`config.mk`:
```
export PLATFORM = sky130hd
export DESIGN_NAME = classifier_ctrl
export DESIGN_NICKNAME = d
export VERILOG_FILES = /design/src/rtl/classifier_pkg.sv /design/src/rtl/timeout_counter.sv /design/src/rtl/classifier_ctrl.sv
export SDC_FILE = /design/constraint.sdc
export NUM_CORES = 1
export LEC_CHECK = 0
export ABC_AREA = 1
export ABC_CLOCK_PERIOD_IN_PS = 2620
export BUFFER_PORTS_ARGS = -buffer_cell sky130_fd_sc_hd__buf_4
export CAP_MARGIN = 10
export CORE_ASPECT_RATIO = 0.75
export CORE_MARGIN = 2
export CORE_UTILIZATION = 51
export DETAILED_ROUTE_END_ITERATION = 8
export GPL_TIMING_DRIVEN = 0
export PLACE_DENSITY_LB_ADDON = 0.1
export SLEW_MARGIN = 10
export SYNTH_ARGS = -nofsm -noshare
export SYNTH_HDL_FRONTEND = slang
export SYNTH_SLANG_ARGS = --single-unit
```
`constraint.sdc`:
```
create_clock -name clk -period 2.62 [get_ports clk]
set_clock_uncertainty 0.15 [all_clocks]
set_input_delay 0.393 -clock clk [delete_from_list [all_inputs] [get_ports clk]]
set_output_delay 0.393 -clock clk [all_outputs]
set_load 0.005 [all_outputs]
```
`src/rtl/classifier_pkg.sv`:
```
// Shared types and sizing for the row-argmax classifier controller.
// Included first so every other file can import it.
package classifier_pkg;

  localparam int unsigned NUM_ROWS       = 10;
  localparam int unsigned ROW_W          = 4;
  localparam int unsigned SCORE_W        = 32;
  localparam int unsigned TIMEOUT_CYCLES = 1023;
  localparam int unsigned WDOG_W         = 10;

  localparam logic [ROW_W-1:0] LAST_ROW = ROW_W'(NUM_ROWS - 1);

  typedef enum logic [2:0] {
    StIdle,
    StLaunch,
    StWait,
    StStore,
    StFinish,
    StError
  } state_e;

  // Row scores are two's-complement; comparisons must be signed.
  function automatic logic score_gt(logic [SCORE_W-1:0] a, logic [SCORE_W-1:0] b);
    return $signed(a) > $signed(b);
  endfunction

endpackage

```
`src/rtl/timeout_counter.sv`:
```
// Watchdog counter: synchronous clear, count enable, and a flag marking that the
// next enabled cycle takes the count to Limit (where it wraps back to zero).
module timeout_counter #(
  parameter int unsigned Width = 10,
  parameter int unsigned Limit = 1023
) (
  input  logic             clk,
  input  logic             rst,
  input  logic             clear,
  input  logic             enable,
  output logic [Width-1:0] count,
  output logic             rollover
);

  logic [Width-1:0] count_q, count_d;

  // Independent of enable so the controller can use it without a combinational loop.
  assign rollover = (count_q == Width'(Limit - 1));
  assign count    = count_q;

  always_comb begin
    count_d = count_q;
    if (clear) begin
      count_d = '0;
    end else if (enable) begin
      count_d = rollover ? '0 : count_q + Width'(1);
    end
  end

  always_ff @(posedge clk or posedge rst) begin
    if (rst) begin
      count_q <= '0;
    end else begin
      count_q <= count_d;
    end
  end

endmodule

```
`src/rtl/classifier_ctrl.sv`:
```
// Sequences one multiplier run per row, tracks the signed argmax over all rows,
// and aborts to an error state if a row never completes.
module classifier_ctrl
  import classifier_pkg::*;
(
  input  logic               clk,
  input  logic               rst,
  input  logic               start,
  output logic [ROW_W-1:0]   row_select,
  output logic               begin_mult,
  input  logic               done_row,
  input  logic               w_result_ena,
  input  logic [SCORE_W-1:0] row_result,
  input  logic               overflow,
  output logic               busy,
  output logic               done,
  output logic [ROW_W-1:0]   class_out,
  output logic [SCORE_W-1:0] max_score,
  output logic               ovf_any,
  output logic               err
);

  state_e             state_q, state_d;
  logic [ROW_W-1:0]   row_q, row_d;
  logic [SCORE_W-1:0] score_q, score_d;
  logic               seen_q, seen_d;
  logic [ROW_W-1:0]   class_q, class_d;
  logic [SCORE_W-1:0] max_q, max_d;
  logic               ovf_q, ovf_d;
  logic               err_q, err_d;

  logic               wd_clear, wd_enable, wd_rollover;
  logic [WDOG_W-1:0]  wd_count;

  timeout_counter #(
    .Width (WDOG_W),
    .Limit (TIMEOUT_CYCLES)
  ) u_watchdog (
    .clk      (clk),
    .rst      (rst),
    .clear    (wd_clear),
    .enable   (wd_enable),
    .count    (wd_count),
    .rollover (wd_rollover)
  );

  always_comb begin
    state_d    = state_q;
    row_d      = row_q;
    score_d    = score_q;
    seen_d     = seen_q;
    class_d    = class_q;
    max_d      = max_q;
    ovf_d      = ovf_q;
    err_d      = err_q;
    begin_mult = 1'b0;
    busy       = 1'b0;
    done       = 1'b0;
    wd_clear   = 1'b0;
    wd_enable  = 1'b0;

    unique case (state_q)
      StIdle, StError: begin
        if (start) begin
          state_d = StLaunch;
          row_d   = '0;
          class_d = '0;
          max_d   = '0;
          ovf_d   = 1'b0;
          err_d   = 1'b0;
        end
      end

      StLaunch: begin
        begin_mult = 1'b1;
        busy       = 1'b1;
        wd_clear   = 1'b1;
        seen_d     = 1'b0;
        state_d    = StWait;
      end

      StWait: begin
        busy = 1'b1;
        // A strobe always captures; done_row alone only captures if no strobe came this row.
        if (w_result_ena) begin
          score_d = row_result;
          seen_d  = 1'b1;
        end else if (done_row && !seen_q) begin
          score_d = row_result;
        end
        if (done_row) begin
          ovf_d   = ovf_q | overflow;
          state_d = StStore;
        end else begin
          wd_enable = 1'b1;
          if (wd_rollover) begin
            err_d   = 1'b1;
            state_d = StError;
          end
        end
      end

      StStore: begin
        busy = 1'b1;
        // Strict compare keeps the lower index on ties.
        if (row_q == '0 || score_gt(score_q, max_q)) begin
          max_d   = score_q;
          class_d = row_q;
        end
        if (row_q == LAST_ROW) begin
          state_d = StFinish;
        end else begin
          row_d   = row_q + ROW_W'(1);
          state_d = StLaunch;
        end
      end

      StFinish: begin
        done    = 1'b1;
        state_d = StIdle;
      end

      default: state_d = StIdle;
    endcase
  end

  always_ff @(posedge clk or posedge rst) begin
    if (rst) begin
      state_q <= StIdle;
      row_q   <= '0;
      score_q <= '0;
      seen_q  <= 1'b0;
      class_q <= '0;
      max_q   <= '0;
      ovf_q   <= 1'b0;
      err_q   <= 1'b0;
    end else begin
      state_q <= state_d;
      row_q   <= row_d;
      score_q <= score_d;
      seen_q  <= seen_d;
      class_q <= class_d;
      max_q   <= max_d;
      ovf_q   <= ovf_d;
      err_q   <= err_d;
    end
  end

  assign row_select = row_q;
  assign class_out  = class_q;
  assign max_score  = max_q;
  assign ovf_any    = ovf_q;
  assign err        = err_q;

endmodule

```
# --- After elaboration in Yosys (flattened, before gate mapping) ---
# Index checks and enable logic that the tools add are counted.
totals:
  out_inout_bits: 45
  register_bits: 88
  elab_cells: 78
classes:
  n_addsub: 2
  n_reduce_logical: 19
  bitwise_logic: 1
  magnitude_cmp: 1
  muxes: 31
  n_eq_ne: 15
ops:
  columns: ["cell", "n"]
  rows:
  - ["$mux W32", 4]
  - ["$pmux W32 S2", 1]
  - ["$gt A32 B32 Y1", 1]
  - ["$mux W10", 3]
  - ["$pmux W4 S2", 2]
  - ["$mux W3", 4]
  - ["$mux W4", 3]
  - ["$ne A2 B2 Y1 const B", 6]
  - ["$pmux W3 S4", 1]
  - ["$add A10 B1 Y10 const B", 1]
  - ["$eq A10 B10 Y1 const B", 1]
  - ["$mux W1", 10]
  - ["$reduce_bool A2 Y1", 5]
  - ["$reduce_and A3 Y1", 3]
  - ["$eq A3 B2 Y1 const B", 2]
  - ["$eq A3 B3 Y1 const B", 2]
  - ["$pmux W1 S2", 3]
  - ["$reduce_and A2 Y1", 3]
  - ["$add A4 B1 Y4 const B", 1]
  - ["$eq A4 B4 Y1 const B", 1]
  - ["$logic_not A4 Y1", 1]
  - ["$reduce_and A4 Y1", 1]
  - ["$eq A3 B1 Y1 const B", 1]
  - ["$logic_not A3 Y1", 1]
  - ["other kinds (8)", 8]

# --- Depth between registers and ports, before layout ---
# Gate-level depths: netlist of the first run.
depth:
  depth_word: 4
  mapped_depth: 20
  mapped_depth_nobuf: 19

# --- Modules after synthesis ---
# A second synthesis of the first run with hierarchy kept.
hier_totals:
  hier_cells: 636
  hier_area_um2: 5021.1
modules_own_cells:
  columns: ["module", "cells_each", "area_each_um2", "instances", "seq_area_each_um2"]
  rows:
  - ["classifier_ctrl", 550, 4347.9, 1, 1951.9]
  - ["timeout_counter", 86, 673.1, 1, 250.2]

# --- Worst setup path after synthesis of the first run ---
# No wires, ideal clock.
synth_timing:
  path_kind: "reg2reg"
  from: "reg max_q[19] (netlist: max_score[19])"
  to: "reg max_q[0] (netlist: max_score[0])"
  setup_ns: 0.117
  stages_incl_launch_ff: 15
  n_path_buf: 1
  slack_ns: 0.472
  synth_period_minus_slack_ns: 2.148
  arrival_ns: 1.881
  path_cell_list: "dfrtp_1 > inv_1 > ha_1 > a21o_1 > o21ai_0 > nand2_1 > a21oi_1 > nand2_1 > nand2_1 > nand3_1 > nand2_2 > nand2_4 > buf_6 > nand2_1 > nand2_1"
synth_between:
  elab_chain_cells: 4
synth_lines:
  columns: ["item", "line_no", "source"]
  rows:
  - ["from (decl)", "classifier_ctrl.sv:28", "logic [SCORE_W-1:0] max_q, max_d;"]
  - ["from (signal assigned)", "classifier_ctrl.sv:143", "max_q <= max_d;"]
  - ["$gt A32 B32 Y1", "classifier_pkg.sv:24", "return $signed(a) > $signed(b);"]
  - ["$logic_or A1 B1 Y1", "classifier_ctrl.sv:106", "if (row_q == '0 || score_gt(score_q, max_q)) begin"]
  - ["$ne A2 B2 Y1 (no source line)", null, null]
  - ["$reduce_and A3 Y1 (no source line)", null, null]
# Every way passes these cells.
# A chain may end at the register's enable or synchronous reset.

# --- Worst setup path in the final report of the first run ---
layout_timing:
  from: "reg max_q[19] (netlist: max_score[19])"
  to: "reg max_q[17] (netlist: max_score[17])"
# Same word-level chain as after synthesis.

==> results of run 1 <==
==> synthesized netlist by cell type <==
cell,instances
nor2_1,88
o211ai_1,2
or2_2,1
nand3_1,50
dfrtp_1,88
a21boi_0,1
nand2_4,4
xor2_1,6
a31oi_1,1
buf_1,3
nand2_2,2
a21oi_2,2
nor3_1,3
nor2_2,1
or2_4,1
buf_2,8
inv_2,3
nand2_1,128
o21ai_1,1
ha_1,37
nor3b_2,1
buf_4,1
o21ai_0,13
buf_6,6
o41ai_1,1
nand4_1,2
a21o_1,2
xnor2_1,1
o21a_1,2
nor4_2,1
nand3_2,1
inv_1,93
a21oi_1,47
o22ai_1,5
clkbuf_1,4
==> report_power, final <==
group	internal, W	switching (W)	leakage (nW)	total, W
Sequential	0.00177	0.000277	1.10	0.00204
Clock	0.000861	0.000514	0.154	0.00137
Combinational	0.00116	0.00175	1.95	0.00291
Total	0.00379	0.00254	3.21	0.00633
==> metrics by stage <==
step / worst slack, ns / cells
finish: 0.226 / 841
global placement: 0.211 / 820
global route: 0.0453 / 841
CTS: 0.106 / 839
detailed placement: 0.130 / 822
floorplan: 0.472 / 610
==> cells by family (layout without fill, tap and decap cells) <==
kind of cell | after synthesis | after routing | synth area share
AND/OR/NAND/NOR | 283 | 283 | 0.248
XOR/XNOR | 7 | 7 | 0.0126
buffers and inverters | 118 | 221 | 0.103
adder cells (fa/ha/maj) | 37 | 37 | 0.0954
flip-flops | 88 | 88 | 0.454
AO/OA/AOI/OAI | 77 | 77 | 0.0869
==> state kept, by name (all words and copies together) (netlist names) <==
signal / cells
u_watchdog.count: 10
class_out: 4
max_score: 32
row_select: 4
err: 1
score_q: 32
seen_q: 1
ovf_any: 1
state_q: 3
==> worst register-to-register path, stage by stage (launching register included) <==
cell and delay, ns:
dfrtp_1 0.37, inv_1 0.05, ha_1 0.32, a21o_1 0.20, o21ai_0 0.17, nand2_1 0.07
a21oi_1 0.17, nand2_1 0.08, nand2_1 0.06, nand3_1 0.12, nand2_4 0.15, nand2_4 0.11
buf_6 0.16, nand2_1 0.06, nand2_1 0.06
==> what timing repair did <==
action | CTS | global route
resized for setup | 0 | 5
hold endpoints to repair | 21 | 0
hold buffers | 1 | 0
buffers inserted | 0 | 2
setup endpoints to repair | 0 | 30
==> path summary, 6_finish.rpt <==
path	end	from	cells past startpoint	slack (ns)
hold reg to reg	class_out[3]	class_out[3]	2	0.33
setup reg to reg	max_score[17]	max_score[19]	14	0.23
setup / recovery	max_score[17]	max_score[19]	14	0.23
min in group asynchronous	max_score[3]	rst	3	0.52
hold / removal	seen_q	w_result_ena	3	0.14
max in group asynchronous	score_q[13]	rst	4	1.25
==> layout by cell type, fill, tap and decap left out, drive strengths merged, types with 5 or more instances in the layout <==
| cell type | instances |
|---|---|
| a21oi | 49 |
| buf | 102 |
| clkbuf | 18 |
| dfrtp | 88 |
| ha | 37 |
| inv | 95 |
| nand2 | 134 |
| nand3 | 51 |
| nor2 | 89 |
| o21ai | 14 |
| o22ai | 5 |
| xor2 | 6 |
==> cell type report <==
cell class | instances | share of cell area
inverter | 96 | 0.0603
multi-input combinational | 404 | 0.359
timing repair buffer | 87 | 0.114
sequential | 88 | 0.365
buffer | 22 | 0.0238
tap | 128 | 0.0265
clock buffer | 13 | 0.0414
clock inverter | 3 | 0.0108
==> metal layers <==
layer  part of all wire  routed length (um)  vias up
met1               0.47                5450     1970
met4             0.0040                  46        0
met2               0.47                5400       97
li1                   -                   -     2121
met5                  0                   0        -
met3              0.052                 602        2
==> run metrics, run 1 <==
worst-skew pair later-pin latency 0.34 ns; area delta synth->final 24.4%; M1 GR Usage 0.327; Synth area leader dfrtp_1; delay-heaviest family, CP simple AND/OR/NAND/NOR gates; Remaining DRCs 0; MaxCap Viol Count 0; DR iter-0 viols 217; TritonCTS clock tree yes; Min Hold Slack 0.137 ns; Clock H-tree levels 3; outcome complete, no violations; Synth area leaders dfrtp_1 45%, nand2_1 9.9%, ha_1 9.5%; Worst VDD drop between 0.0004 and 0.0005 V; first drt pass iteration count 4; met3 usage 0.0479; vias in the first global route 4,097; area of the multi-input gates 2170 um2; Fmax achieved about 420 MHz; final instance area 6040 um2; register bit total from synthesis 88; # diodes 0; Reg clk slew, reported paths 0.06 ns; Critical Path, Cell by Cell inv_1 > ha_1 > a21o_1 > o21ai_0 > nand2_1 > a21oi_1 > nand2_1 > nand2_1 > nand3_1 > nand2_4 > nand2_4 > buf_6 > nand2_1 > nand2_1; pwr/cell area 1050 nW/um2; layout cell share with drive strength beyond 1 0.187; Final Net Count 783; core region area 9160 um2; post-synthesis cell type count 35; Final Hold Viols 0; number of synthesis warnings 0; Buf/Inv on CP 2; Congestion Overflow GR 0; worst setup path class flip-flop to flip-flop; global placement routability congestion 0.846; die height 88.5 um; first-pass GRT wire length 19,000 um; Layout Utilization 0.659; Tot Pwr 0.00633 W; CP endpoint kind flip-flop; fin crit period 2.39 ns; Antenna Violating Nets Remaining 0; most used cell along the critical path nand2_1; Worst EP arrival 2.47 ns; Filler cells roughly 830; Vias/cell approximately 5.0; CP Data Required Time 2.70 ns; Top Usage Layer GRT met2; M2 GR Usage 0.389; I/O Buffers 82; Syn Inst Count 610; Fin Setup TNS 0 ns; Net Count, Synth 685; Total Wirelength about 11,000 um; Die Area 10,300 um2; num rows 30; sequential area share after synthesis 0.454; Die Wd 117 um; total CTS buffers 9; root buf cell clkbuf_16; worst slew pin tran 0.583 ns; final setup vio count 0; syn_area_per_cell between 7 and 8 um2; Placed Instance Area 5670 um2; vias 4,190; Slew Limit Fails 0; Worst Hold Class input port to flip-flop; pin count of the biggest net entering global routing 36; Post-DP HPWL 8320 um; P_leak approximately 3.2 nW; IO Pins 83; Worst slew margin 0.611; mapped cell area 4850 um2; Max FO, Critical Path 10; Worst Setup Start Kind flip-flop; RSZ-0062 raised after global routing no; Final period util 0.914; GRT Util Overall 0.238; Initial Util 0.530; Critical Path Max Stage Delay 0.37 ns; slowest CP cell dfrtp_1; Sink Count 88; register area 2200 um2; CTS Buffer Depth 2; Yosys top cell area share 0.454; antenna violations before repair 0; Avg WL per Cell 13.7 um
Note: power is estimated with default switching activity, not from simulation.
==> inputs of run 2 (changes only) <==
--- a/config.mk
+++ b/config.mk
@@ -8,13 +8,13 @@
 export ABC_AREA = 1
 export ABC_CLOCK_PERIOD_IN_PS = 2620
 export BUFFER_PORTS_ARGS = -buffer_cell sky130_fd_sc_hd__buf_4
-export CAP_MARGIN = 10
 export CORE_ASPECT_RATIO = 0.75
 export CORE_MARGIN = 2
 export CORE_UTILIZATION = 51
 export DETAILED_ROUTE_END_ITERATION = 8
 export GPL_TIMING_DRIVEN = 0
 export PLACE_DENSITY_LB_ADDON = 0.1
+export RECOVER_POWER = 100
 export SLEW_MARGIN = 10
 export SYNTH_ARGS = -nofsm -noshare
 export SYNTH_HDL_FRONTEND = slang
==> run 2 against run 1 <==
Compared with the run above: hold slack lost 0.0027 ns; non-clock buffer count unchanged; first-iteration DRC count is 9.2% higher; final cell count stayed put; flip-flop and latch count unchanged; highest routed layer unchanged.
==> run metrics, run 2 (same netlist as run 1, synthesis figures left out) <==
leading cell type in the layout, fill and taps excluded nand2_1; Worst Setup Start Kind flip-flop; Worst Hold Class input port to flip-flop; worst setup path class flip-flop to flip-flop; sw frac 0.403 (+0.00141); RSZ-0062 raised after global routing no; Fin Setup TNS 0 ns (unchanged); total CTS buffers 9 (unchanged); Worst slew margin 0.250 (-0.362); Hold Path Stages 3 (unchanged); area delta synth->final 23.5%; most frequent cells in the layout 128 x nand2_1, 93 x inv_1, 89 x nor2_1; Vias/cell 5.02 (+0.67%); FF-to-FF setup slack 0.20 ns (-0.02 ns); worst reg2reg path startpoint max_score[19]; Slew Limit Fails 0 (unchanged); clock network power share 0.220 (+0.003); IO Pins 83 (unchanged); Final Hold Viols 0 (unchanged); Comb pwr share 0.456 (-0.004); antenna violations before repair 0 (unchanged); Post-DP HPWL 8320 um (unchanged); Avg WL per Cell 13.7 um (about the same); first drt pass iteration count 5 (+1); Final Net Count 783 (unchanged); MaxCap Viol Count 0 (unchanged); WHS Endpoint seen_q; Clock H-tree levels 3 (unchanged); layout cell share with drive strength beyond 1 0.174 (-0.0126); Final period util 0.923 (+0.00906); I/O Buffers 82 (unchanged); hold path start w_result_ena; Initial Util 0.530 (unchanged); outcome complete, no violations; Worst VDD drop 0.000477 V (-3.6%); pin count of the biggest net entering global routing 36 (unchanged); die height 88.5 um (unchanged); core region area 9160 um2 (unchanged); P_leak 3.17 nW (-1.3%); vias in the first global route 4,097 (unchanged); Die Wd 117 um (unchanged); Max FO, Critical Path 10 (unchanged); Remaining DRCs 0 (unchanged); RR Endpoint max_score[17]; global placement routability congestion 0.846 (unchanged); CP endpoint kind flip-flop; DR iter-0 viols 237 (+9.2%); R2R cell count 14 (unchanged); # diodes 0 (unchanged); Flop pwr share 0.325 (+0.002); Total Wirelength 11,500 um (about the same); area of the multi-input gates 2160 um2 (-0.52%); Congestion Overflow GR 0 (unchanged); Die Area 10,300 um2 (unchanged); worst slew pin tran 1.12 ns (+0.536 ns); fin crit period 2.42 ns (+0.0237 ns); TritonCTS clock tree yes; first-pass GRT wire length 19,000 um (unchanged); Psw 0.00253 W (-0.53%); Filler cells 834 (+1.1%); CTS Buffer Depth 2 (unchanged); pwr/cell area 1050 nW/um2 (about the same); Fmax achieved 414 MHz (-0.98%); CP Data Required Time 2.70 ns (about the same); Tot Pwr 0.00627 W (-0.88%); num rows 30 (unchanged); root buf cell clkbuf_16; register area 2200 um2 (unchanged); worst-skew pair later-pin latency 0.34 ns (about the same); Worst EP arrival 2.49 ns (+0.02 ns); final setup vio count 0 (unchanged); Reg clk slew, reported paths 0.06 ns (about the same); internal power 0.00374 W (-1.1%); GRT Util Overall 0.238 (unchanged); Sink Count 88 (unchanged); Antenna Violating Nets Remaining 0 (unchanged); vias 4,218 (+0.67%)
[run 2: layout make-up]
cell class / instances / share of cell area
inverter: 96 / 0.0604
clock buffer: 13 / 0.0418
sequential: 88 / 0.368
tap: 128 / 0.0267
buffer: 22 / 0.0228
timing repair buffer: 87 / 0.110
clock inverter: 3 / 0.0109
multi-input combinational: 404 / 0.360
[run 2: worst max-delay path by stage]
stage / startpoint / end / slack, ns
global placement: max_score[31] / max_score[19] / 0.21
global route: max_score[31] / max_score[26] / 0.01
CTS: max_score[27] / max_score[17] / 0.11
floorplan: max_score[19] / max_score[0] / 0.47
finish: max_score[19] / max_score[17] / 0.20
detailed placement: max_score[31] / max_score[17] / 0.13
[run 2: per-layer routing]
metal | global-route usage | routed length, um | up-vias
li1 | - | - | 2115
met1 | 0.327 | 5390 | 1987
met2 | 0.389 | 5380 | 109
met3 | 0.0479 | 614 | 7
met4 | 0.0663 | 106 | 0
met5 | 0 | 0 | -
[run 2: timing repair]
action                                  CTS  global route
endpoints found under the setup margin    0            30
hold buffers                              1             0
setup buffers                             0             2
resized for setup                         0             5
hold endpoints to repair                 21             0
[run 2: critical path: stages (launching register included)]
cell and delay [ns]:
dfrtp_1 0.36, inv_1 0.05, ha_1 0.32, a21o_1 0.19, o21ai_0 0.17, nand2_1 0.08, a21oi_1 0.17, nand2_1 0.08
nand2_1 0.06, nand3_1 0.13, nand2_4 0.16, nand2_4 0.11, buf_6 0.16, nand2_1 0.05, nand2_1 0.06
[run 2: stage by stage]
step	utilization	area, um2	cells	setup slack, ns	hold WS, ns
after CTS	0.655	6000	839	0.106	0.128
after detailed placement	0.619	5670	822	0.130	0.319
after global routing	0.654	5990	841	0.0120	0.155
after global placement	0.615	5630	820	0.211	0.313
final	0.654	5990	841	0.202	0.135
after floorplan	-	4860	610	0.472	0.315
[run 2: power by group through the flow]
stage | clock, W | sequential [W] | combinational, W
6_report | 0.00138 | 0.00204 | 0.00286
5_1_grt | 0.00144 | 0.00209 | 0.00328
4_1_cts | 0.00140 | 0.00204 | 0.00290
3_5_place_dp | 0 | 0.00206 | 0.00287
3_3_place_gp | 0 | 0.00204 | 0.00278
2_1_floorplan | 0 | 0.00201 | 0.00200
